## src/rtl/pipe_stall_ctrl.sv

```systemverilog
// pipe_stall_ctrl -- central pipeline control for the 5-stage MIPS core.
//
// Merges the ID and EX stall requests with a wait-state FSM that tracks
// MEM-stage data-bus accesses. The FSM also aborts an access that runs too
// long. From these it drives the shared stall vector and the flush line.
//
// Ports:
//   clk          core clock, rising edge
//   rst          synchronous active-high reset
//   stallreq_id  ID stall request (load-use hazard)
//   stallreq_ex  EX stall request (mult/div busy)
//   mem_req      MEM stage holds a load/store this cycle
//   mem_ack      data bus completes the access this cycle
//   flush_req    exception/redirect, kill in-flight instructions
//   stall[5:0]   [0]=PC [1]=IF [2]=ID [3]=EX [4]=MEM [5]=WB, 1 = hold
//   flush        clear all pipeline registers
//   mem_err      one-cycle pulse while the FSM sits in ERR (access timeout)
//   busy_wait    FSM is in WAIT
//   stall_cnt    saturating count of cycles with stall[0]=1 since reset
//   dbg_state    current FSM state (0=IDLE 1=WAIT 2=ERR)
//
// Handshake: the bus is a plain req/ack pair. mem_req is held by MEM until
// the cycle in which mem_ack is high. That cycle completes the access and
// the instruction advances. No ack within TIMEOUT cycles gives ERR.
module pipe_stall_ctrl #(
  parameter int TIMEOUT = 16,
  parameter int CNT_W   = 32
) (
  input  logic             clk,
  input  logic             rst,
  input  logic             stallreq_id,
  input  logic             stallreq_ex,
  input  logic             mem_req,
  input  logic             mem_ack,
  input  logic             flush_req,
  output logic [5:0]       stall,
  output logic             flush,
  output logic             mem_err,
  output logic             busy_wait,
  output logic [CNT_W-1:0] stall_cnt,
  output logic [1:0]       dbg_state
);

  typedef enum logic [1:0] {
    ST_IDLE = 2'd0,
    ST_WAIT = 2'd1,
    ST_ERR  = 2'd2
  } state_t;

  // TIMEOUT is limited to 2..255, so an 8-bit wait counter is enough.
  localparam logic [7:0] WAIT_LAST = 8'(TIMEOUT - 1);

  state_t           r_state;
  logic [7:0]       r_wait_cnt;
  logic [CNT_W-1:0] r_stall_cnt;
  logic             w_stallreq_mem;
  logic [5:0]       w_stall;

  // The MEM stall drops in the ack cycle so that cycle's instruction moves
  // on. It also drops in the final WAIT cycle before the ERR abort.
  always_comb begin
    w_stallreq_mem = ((r_state == ST_IDLE) && mem_req && !mem_ack) ||
                     ((r_state == ST_WAIT) && !mem_ack && (r_wait_cnt < WAIT_LAST));
  end

  // Priority high to low. Lower requests are absorbed because the
  // upstream stages are already frozen by the winner.
  always_comb begin
    w_stall = 6'b000000;
    if (rst || flush_req || (r_state == ST_ERR)) begin
      w_stall = 6'b000000;
    end else if (w_stallreq_mem) begin
      w_stall = 6'b011111;  // WB still runs, so MEM/WB takes a bubble
    end else if (stallreq_ex) begin
      w_stall = 6'b001111;
    end else if (stallreq_id) begin
      w_stall = 6'b000111;
    end
  end

  always_ff @(posedge clk) begin
    if (rst) begin
      r_state    <= ST_IDLE;
      r_wait_cnt <= 8'd0;
    end else if (flush_req) begin
      // A redirect kills the access, so it ends without an error.
      r_state    <= ST_IDLE;
      r_wait_cnt <= 8'd0;
    end else begin
      case (r_state)
        ST_IDLE: begin
          if (mem_req && !mem_ack) begin
            r_state    <= ST_WAIT;
            r_wait_cnt <= 8'd1;
          end
        end
        ST_WAIT: begin
          if (mem_ack) begin
            r_state    <= ST_IDLE;
            r_wait_cnt <= 8'd0;
          end else if (r_wait_cnt == WAIT_LAST) begin
            r_state    <= ST_ERR;
            r_wait_cnt <= 8'd0;
          end else begin
            r_wait_cnt <= r_wait_cnt + 8'd1;
          end
        end
        ST_ERR: begin
          r_state    <= ST_IDLE;
          r_wait_cnt <= 8'd0;
        end
        default: begin
          r_state    <= ST_IDLE;
          r_wait_cnt <= 8'd0;
        end
      endcase
    end
  end

  // Performance counter. It holds at all-ones instead of wrapping.
  always_ff @(posedge clk) begin
    if (rst) begin
      r_stall_cnt <= '0;
    end else if (w_stall[0] && (r_stall_cnt != {CNT_W{1'b1}})) begin
      r_stall_cnt <= r_stall_cnt + CNT_W'(1);
    end
  end

  assign stall     = w_stall;
  assign flush     = !rst && (flush_req || (r_state == ST_ERR));
  assign mem_err   = (r_state == ST_ERR);
  assign busy_wait = (r_state == ST_WAIT);
  assign stall_cnt = r_stall_cnt;
  assign dbg_state = r_state;

endmodule
```

## config.mk

```make
export PLATFORM = sky130hd
export DESIGN_NAME = pipe_stall_ctrl
export DESIGN_NICKNAME = d
export VERILOG_FILES = /design/src/rtl/pipe_stall_ctrl.sv
export SDC_FILE = /design/constraint.sdc
export NUM_CORES = 1
export LEC_CHECK = 0
export ABC_AREA = 1
export CAP_MARGIN = 20
export CORE_ASPECT_RATIO = 1.1
export CORE_UTILIZATION = 48
export DETAILED_ROUTE_END_ITERATION = 10
export PLACE_DENSITY = 0.76
export SLEW_MARGIN = 20
export SYNTH_ARGS = -nofsm -noshare
export SYNTH_HDL_FRONTEND = slang
export SYNTH_SLANG_ARGS = --single-unit
```

## constraint.sdc

```tcl
create_clock -name clk -period 1.8 [get_ports clk]
set_clock_uncertainty 0.2 [all_clocks]
set_input_delay 0.27 -clock clk [delete_from_list [all_inputs] [get_ports clk]]
set_output_delay 0.27 -clock clk [all_outputs]
set_load 0.005 [all_outputs]
```

# Word-level counts from Yosys, hierarchy flattened

Cells that the tools add are included.

Add/subtract/negate cells: 2
Multipliers: 0
Div/mod/pow operators: 0
$lt $le $gt $ge: 1
Equal/unequal tests: 6
Shift-type cells: 0
Muxes and demuxes: 12
Bitwise gates (word level): 0
Reductions and logical operators: 16

Operator list:

| cell                                                   | number |
|---|---|
| adder 32 x 1 -> 32 bit (second input constant)         | 1 |
| inequality test 32 bit (second input constant)         | 1 |
| 2-to-1 mux 8 bit                                       | 3 |
| one-hot mux 8 bit (2 select lines)                     | 1 |
| 2-to-1 mux 5 bit                                       | 2 |
| adder 8 x 1 -> 8 bit (second input constant)           | 1 |
| == test 8 x 4 -> 1 bit (second input constant)         | 1 |
| < comparator 8 x 4 -> 1 bit (second input constant)    | 1 |
| logical AND 1 bit                                      | 7 |
| 2-to-1 mux 2 bit                                       | 3 |
| logical OR 1 bit                                       | 4 |
| 2-to-1 mux 4 bit                                       | 1 |
| one-hot mux 2 bit (2 select lines)                     | 1 |
| 2-to-1 mux 3 bit                                       | 1 |
| inequality test 3 x 2 -> 1 bit (second input constant) | 1 |
| == test 2 x 1 -> 1 bit (second input constant)         | 1 |
| == test 2 bit (second input constant)                  | 1 |
| logical NOT 1 bit                                      | 2 |
| logical NOT 2 bit                                      | 1 |
| inequality test 2 x 1 -> 1 bit (second input constant) | 1 |
| AND reduction 2 bit                                    | 1 |
| OR reduction 2 bit                                     | 1 |

Flip-flop bits (word level): 42
Bits in latches: 0
RAM bits: 0
Bits in read-only memories: 0
Bits of input ports: 7
Output and inout port bits: 43
Word-level logic and storage cells: 40
Memories: 0

# Logic depth before layout (Yosys ltp)

Gate-level depths: netlist of the first run.

Word-level depth: 7
Mapped depth: 11
Mapped depth without buffers: 11

# Least setup slack after synthesis of the first run

No wires, ideal clock.

Kind: register to register
Start point: reg r_stall_cnt[0], in the netlist stall_cnt[0]
End point: reg r_stall_cnt[0], in the netlist stall_cnt[0]
Setup time: 0.143 ns
Data arrival time: 1.614 ns
Required time: 1.457 ns
Setup slack: -0.158 ns
Stages on the path, launching flop included: 11
Clock period less this slack: 1.958 ns
Cell sequence: dfxtp_1 -> ha_1 -> inv_2 -> nor2_4 -> nand2_4 -> nor2_8 -> and2_4 -> nor2_8 -> buf_4 -> nand2_1 -> a21oi_2

Longest elaborated chain between the ends: 2
Elaborated cells on any way between the ends: 3
Classes of those cells: 1 x add/sub; 1 x eq/ne; 1 x reduce/logical

Ends and longest elaborated chain:

| what                                                           | line | text |
|---|---|---|
| start: declaration                                             | 55   | `logic [CNT_W-1:0] r_stall_cnt;` |
| start signal: assignment                                       | 125  | `r_stall_cnt <= r_stall_cnt + CNT_W'(1);` |
| branches (longest 2 deep; another with adder 32 x 1 -> 32 bit) | -    |  |

Several ways; the timed one is not identified.
A chain may end at the register's enable or synchronous reset.

# Final worst setup path of the first run

Start point: reg r_wait_cnt[1]
End point: out stall[1]

Longest elaborated chain between the ends: 5

Ends and longest elaborated chain:

| what                        | line | text |
|---|---|---|
| start: declaration          | 54   | `logic [7:0] r_wait_cnt;` |
| start signal: assignment    | 105  | `r_wait_cnt <= r_wait_cnt + 8'd1;` |
| < comparator 8 x 4 -> 1 bit | 63   | `((r_state == ST_WAIT) && !mem_ack && (r_wait_cnt < WAIT_LAST));` |
| logical AND 1 bit           | 63   |  |
| logical OR 1 bit            | 62   | `w_stallreq_mem = ((r_state == ST_IDLE) && mem_req && !mem_ack) \|\|` |
| 2-to-1 mux 5 bit            | 72   | `end else if (w_stallreq_mem) begin` |
| 2-to-1 mux 5 bit            | 70   | `if (rst \|\| flush_req \|\| (r_state == ST_ERR)) begin` |
| end: declaration            | 36   | `output logic [5:0] stall,` |

No other way between the ends.

==> results of run 1 <==
[worst paths after layout]
| kind | startpoint | end | slack, ps | cells past startpoint |
|---|---|---|---|---|
| hold / removal | stall_cnt[2] | stall_cnt[2] | 300 | 2 |
| hold reg to reg | stall_cnt[2] | stall_cnt[2] | 300 | 2 |
| setup reg to reg | stall_cnt[1] | stall_cnt[12] | -150 | 11 |
| setup / recovery | r_wait_cnt[1] | stall[1] | -180 | 10 |
[Yosys cell counts]
cell type and number:
nand2_1 167, nor2_1 73, dfxtp_1 42, a21oi_2 20, inv_1 19, a21oi_1 18, nand3b_1 12, nand3_1 10
xor2_1 9, buf_4 5, nand2_2 5, nor2_4 5, o21ai_0 5, xnor2_1 5, nand2_4 3, clkbuf_1 2
ha_1 2, inv_2 2, nand3_4 2, nor2_8 2, a31oi_1 1, and2_4 1, and3_1 1, buf_1 1
buf_12 1, buf_8 1, clkinv_1 1, conb_1 1, nand4_1 1, nor2_2 1, nor3_1 1, o21bai_1 1
[worst register-to-register path: stages, from the launching register on]
cell and delay [ps]:
dfxtp_4 390, ha_4 140, inv_2 50, nor2_4 130, nand2_4 90, nor2_8 160, and2_4 200, nor2_8 50
buf_4 150, buf_16 140, nand2_1 80, a21oi_2 60
[flip-flops by register name, indices dropped and copies added (netlist names)]
name / cells
stall_cnt: 32
r_wait_cnt: 8
dbg_state: 2
[kinds of logic (layout without fill, tap and decap cells)]
family                     count (synthesis)  after routing  share of synthesized area, %
AOI/OAI and AO/OA                         45             45                          11.1
xor gates and xnor gates                  14             14                          4.49
adders and majority gates                  2              2                         0.916
buffers and inverters                     32            166                          6.09
DFF                                       42             42                          30.8
other                                      1              1                         0.137
and+or+nand+nor                          284            284                          46.5
[power groups by stage]
stage          clock network, mW  logic [mW]  registers, mW
2_1_floorplan                  0      0.0984          0.959
3_3_place_gp                   0       0.188          0.958
3_5_place_dp                   0       0.192          0.959
4_1_cts                    0.872       0.261          0.938
5_1_grt                    0.921       0.300          0.936
6_report                   0.889       0.286          0.935
[area by class of cell]
| type | count | area, um2 |
|---|---|---|
| clock inverter | 2 | 38.8 |
| fill | 361 | 1040 |
| clock buffer | 6 | 93.8 |
| timing repair buffer | 136 | 1310 |
| multi-input combinational | 346 | 1900 |
| tap | 75 | 93.8 |
| sequential | 42 | 877 |
| inverter | 22 | 82.6 |
[placed cells by master (no fill, tap or decap), types with 7 or more instances in the layout]
cell type / instances
nand2_1: 140
buf_4: 72
nor2_1: 63
clkdlybuf4s50_1: 36
nand2_2: 28
dfxtp_2: 23
a21oi_2: 22
inv_1: 19
dfxtp_1: 17
a21oi_1: 16
nand3b_1: 12
nand3_1: 9
xor2_1: 9
nor2_2: 8
nor2_4: 8
buf_6: 8
nand2_4: 7
[timing repair]
item,in CTS,in global routing
setup endpoints to repair,40,57
gates cloned,4,0
setup buffers,9,8
hold endpoints to repair,0,0
pin swaps,10,7
resized for setup,68,50
[layer usage]
layer	track usage [%]	routed length [um]
met3	5.21	587
met4	19.2	558
met1	33.7	3660
met5	0	0
met2	56.9	5050
[through the flow]
stage / utilization (%) / TNS [ps]
after detailed placement: 70.0 / -8590
after global routing: 80.9 / -7550
after global placement: 70.0 / -7160
after CTS: 77.8 / -4640
after floorplan: - / 0
final: 80.9 / -3950
==> impl_metrics.json, run 1 <==
{
  "maxCapViolations": 0,
  "power_frac_comb_pct": 13.5,
  "fp.dieW_um": 73.9,
  "final_area_um2": 4390,
  "crit_slowest_cell": "dfxtp_2",
  "area_delta_synth_final_pct": 60.8,
  "cts_tree": "built",
  "cts_max_level": 2,
  "critPathKind": "reg2out",
  "crit_top_cell": "nand2_4",
  "clkSlewWorstSetupHoldPaths_ps": 90,
  "clock.fmax_mhz": 504,
  "synth_cell_types": 32,
  "syn_area_um2": 2730,
  "p_int_mw": 1.58,
  "syn_inst": 420,
  "synth_warnings": 0,
  "status": "complete, but fails checks",
  "yosysTopAreaCellShare_pct": 30.8,
  "placed_cells": 601,
  "grt_antenna_before_repair": 0,
  "clk_latency_ps": 310,
  "hold_path.class": "reg2reg",
  "grt_max_degree": 29,
  "first_iter_violations": 210,
  "synth_top_area_cell": "dfxtp_1",
  "syn_avg_cell_area_um2": 6.51,
  "final_max_slew_viol_count": 0,
  "pwr-share-seq_pct": 44.3,
  "synthesis.nets": 429,
  "cts_root_buf": "clkbuf_8",
  "cts_hold_buf": 0,
  "dieArea_um2": 6000,
  "dr.pass1.iters": 5,
  "overflow": 0,
  "synthTopCellsByArea": "dfxtp_1, nand2_1, nor2_1, a21oi_2, a21oi_1",
  "grt_pass1_wl_um": 14400,
  "synth_seq_cells": 42,
  "grt_pass1_vias": 3214,
  "drt-wirelength-per-cell_um": 15.7,
  "power.leakage_nw": 1.83,
  "pre_cts_slack_ps": -443,
  "power.share.clock_pct": 42.1,
  "ios": 50,
  "final_nets": 562,
  "violations": "negative setup slack",
  "final-hold-violation-count": 0,
  "sw_frac_of_total_pct": 25.2,
  "numCtsBuffers": 5,
  "drive_above_1_share_pct": 38.3,
  "gp_congestion": 0.901,
  "critPathArrivalTime_ps": 1510,
  "drcViolationCount": 0,
  "grt_usage_pct": 31.5,
  "yosysSeqAreaShare_pct": 30.8,
  "p_per_area_nw_per_um2": 480,
  "hold-worst-slack_ps": 303,
  "vias": 3348,
  "setup_violations": 34,
  "critPathTopFamily": "simple AND/OR/NAND/NOR gates",
  "place_hpwl_um": 5900,
  "finalPower_mw": 2.11,
  "clock_path_buffers": 2,
  "min_period_ps": 1980,
  "setup_ws_ps": -182,
  "start_util_pct": 50.3,
  "dieHeight_um": 81.1,
  "avgViaCountPerCell": 5.32,
  "instances_no_fill": 629,
  "p_sw_uw": 531,
  "place_area_um2": 3800,
  "rows": 28,
  "port_buffers": 48,
  "crit_path_cell_trace": "ha_4 -> nand2_4 -> nor2_4 -> nor2_2 -> nand2_2 -> nand2_2 -> nand2_4 -> nand2_4 -> buf_6 -> buf_6",
  "core-area_um2": 5430,
  "cp_max_fo": 3,
  "worstSetupStartpointType": "flip-flop",
  "finalCritPeriodShare_pct": 110,
  "ir_drop_mv": 0.338,
  "cts_sinks": 42,
  "wirelength_um": 9850,
  "antenna_left": 0,
  "cpPeakStageDelay_ps": 360,
  "endpoint_kind": "output pin",
  "critPathRequiredTime_ps": 1330,
  "antenna_cells": 0,
  "rsz0062_at_grt": "true",
  "path_buf_inv": 2
}
Power figures use the tool's default switching activity.
==> inputs of run 2 (changes only) <==
--- a/config.mk
+++ b/config.mk
@@ -11,7 +11,6 @@
 export CORE_UTILIZATION = 48
 export DETAILED_ROUTE_END_ITERATION = 10
 export PLACE_DENSITY = 0.76
-export SLEW_MARGIN = 20
 export SYNTH_ARGS = -nofsm -noshare
 export SYNTH_HDL_FRONTEND = slang
 export SYNTH_SLANG_ARGS = --single-unit
==> constraint.sdc (replaced) <==
create_clock -name clk -period 1.8 [get_ports clk]
set_clock_uncertainty 0.2 [all_clocks]
set_input_delay 0.36 -clock clk [delete_from_list [all_inputs] [get_ports clk]]
set_output_delay 0.36 -clock clk [all_outputs]
set_load 0.005 [all_outputs]
==> run 2 against run 1 <==
The run still ends with negative setup slack left. Cell count did not move. Global-route usage fell by 1.3 points. Die area did not move. Sequential power fell by 0.5%. First-iteration DRC count fell by 24%. Sequential cell count did not move. Design area rose by 1.6%. Fmax fell by 3.8%. Non-clock buffer count did not move. Clock power fell by 1%. Highest routed layer unchanged.
==> impl_metrics.json, run 2 (synthesis results as in run 1) <==
{
  "cts_tree": "built",
  "worstSetupStartpointType": "flip-flop",
  "cts_max_level": 2,
  "cts_root_buf": "clkbuf_8",
  "layout_commonest_cell": "nand2_1",
  "grt_antenna_before_repair": 0,
  "first_iter_violations": 160,
  "clk_latency_ps": 310,
  "vias": 3316,
  "setup_ws_ps": -262,
  "min_to": "stall_cnt[1]",
  "antenna_cells": 0,
  "dieHeight_um": 81.1,
  "ios": 50,
  "fillCellCount": 342,
  "start_util_pct": 50.3,
  "worstHoldStart": "stall_cnt[1]",
  "dr.pass1.iters": 4,
  "setup_violations": 36,
  "multi_input_area_um2": 2020,
  "finalCritPeriodShare_pct": 115,
  "r2r_cells": 13,
  "cts_sinks": 42,
  "final_max_slew_viol_count": 0,
  "pre_cts_slack_ps": -618,
  "grt_usage_pct": 30.2,
  "holdPathStages": 2,
  "wirelength_um": 9520,
  "cts_hold_buf": 0,
  "drive_above_1_share_pct": 41.9,
  "port_buffers": 48,
  "avgViaCountPerCell": 5.27,
  "critPathKind": "reg2out",
  "dieArea_um2": 6000,
  "maxCapViolations": 0,
  "critPathArrivalTime_ps": 1500,
  "grt_pass1_vias": 3090,
  "area_delta_synth_final_pct": 63.4,
  "power.leakage_nw": 1.99,
  "core-area_um2": 5430,
  "seqCellArea_um2": 898,
  "r2r_start": "r_wait_cnt[0]",
  "clock_path_buffers": 2,
  "gp_congestion": 0.904,
  "clock.fmax_mhz": 485,
  "drcViolationCount": 0,
  "clkSlewWorstSetupHoldPaths_ps": 90,
  "rows": 28,
  "mostFrequentLayoutCells": "nand2_1, buf_4, nor2_1",
  "hold-worst-slack_ps": 312,
  "drt-wirelength-per-cell_um": 15.1,
  "tns_ps": -7480,
  "largest_reg_flops": 32,
  "final_nets": 562,
  "antenna_left": 0,
  "final_core_util_pct": 82.2,
  "min_period_ps": 2060,
  "grt_max_degree": 29,
  "grt_pass1_wl_um": 13800,
  "p_per_area_nw_per_um2": 465,
  "final-hold-violation-count": 0,
  "status": "complete, but fails checks",
  "critPathRequiredTime_ps": 1240,
  "hold_path.class": "reg2reg",
  "numCtsBuffers": 5,
  "fp.dieW_um": 73.9,
  "violations": "negative setup slack",
  "reg2reg_slack_ps": -240,
  "place_hpwl_um": 5750,
  "cp_max_fo": 4,
  "reg2reg_to": "stall_cnt[7]",
  "endpoint_kind": "output pin",
  "ir_drop_mv": 0.478,
  "rsz0062_at_grt": "true",
  "overflow": 0
}
run 2: cell type report:
type / count / area share (%)
Timing Repair Buffer: 136 / 27.7
Sequential cell: 42 / 20.1
Clock buffer: 6 / 2.10
Multi-Input combinational cell: 346 / 45.2
Tap cell: 75 / 2.10
Clock inverter: 2 / 0.869
Inverter: 22 / 1.88
run 2: stage by stage:
step                cell area [um2]  std cells  power (mW)
global placement               3800        601        1.15
detailed placement             3800        601        1.15
floorplan                      2750        420        1.06
global route                   4460        629        2.13
finish                         4460        629        2.07
CTS                            4290        623        2.04
run 2: critical path, cell delays in order (launching register included):
cell and delay, ps:
dfxtp_2 370, ha_4 160, nand2_4 60, nor2_4 130, nor2_4 60, nand2_2 80
nand2_2 70, nand2_4 80, nand2_4 60, buf_2 140
run 2: worst max path at each step:
stage,endpoint,start,slack (ps),cells past startpoint
final,stall[1],r_wait_cnt[0],-260,9
after global routing,stall_cnt[3],r_wait_cnt[0],-330,13
after CTS,stall[1],r_wait_cnt[1],-210,9
after detailed placement,stall[1],rst,-620,7
after global placement,stall[2],rst,-560,7
after floorplan,stall[1],r_wait_cnt[0],20,9
run 2: per-layer routing:
layer	vias to the layer above	GRT usage [%]	wire length (um)
met5	-	0	0
met3	33	6.08	630
met1	1540	33.4	3670
li1	1586	-	-
met2	157	53.8	4900
met4	0	15.6	329
run 2: where the power goes:
| group | internal [mW] | switching (mW) | total (mW) | leakage, nW |
|---|---|---|---|---|
| clock network | 0.501 | 0.377 | 0.878 | 0.0665 |
| logic | 0.129 | 0.138 | 0.267 | 1.57 |
| registers | 0.925 | 0.00555 | 0.930 | 0.358 |
run 2: repair_timing:
action,CTS,global route
endpoints found under the setup margin,72,42
endpoints found under the hold margin,0,0
resized for setup,154,36
setup buffers,11,7
pin swaps,9,15
gates cloned,3,1
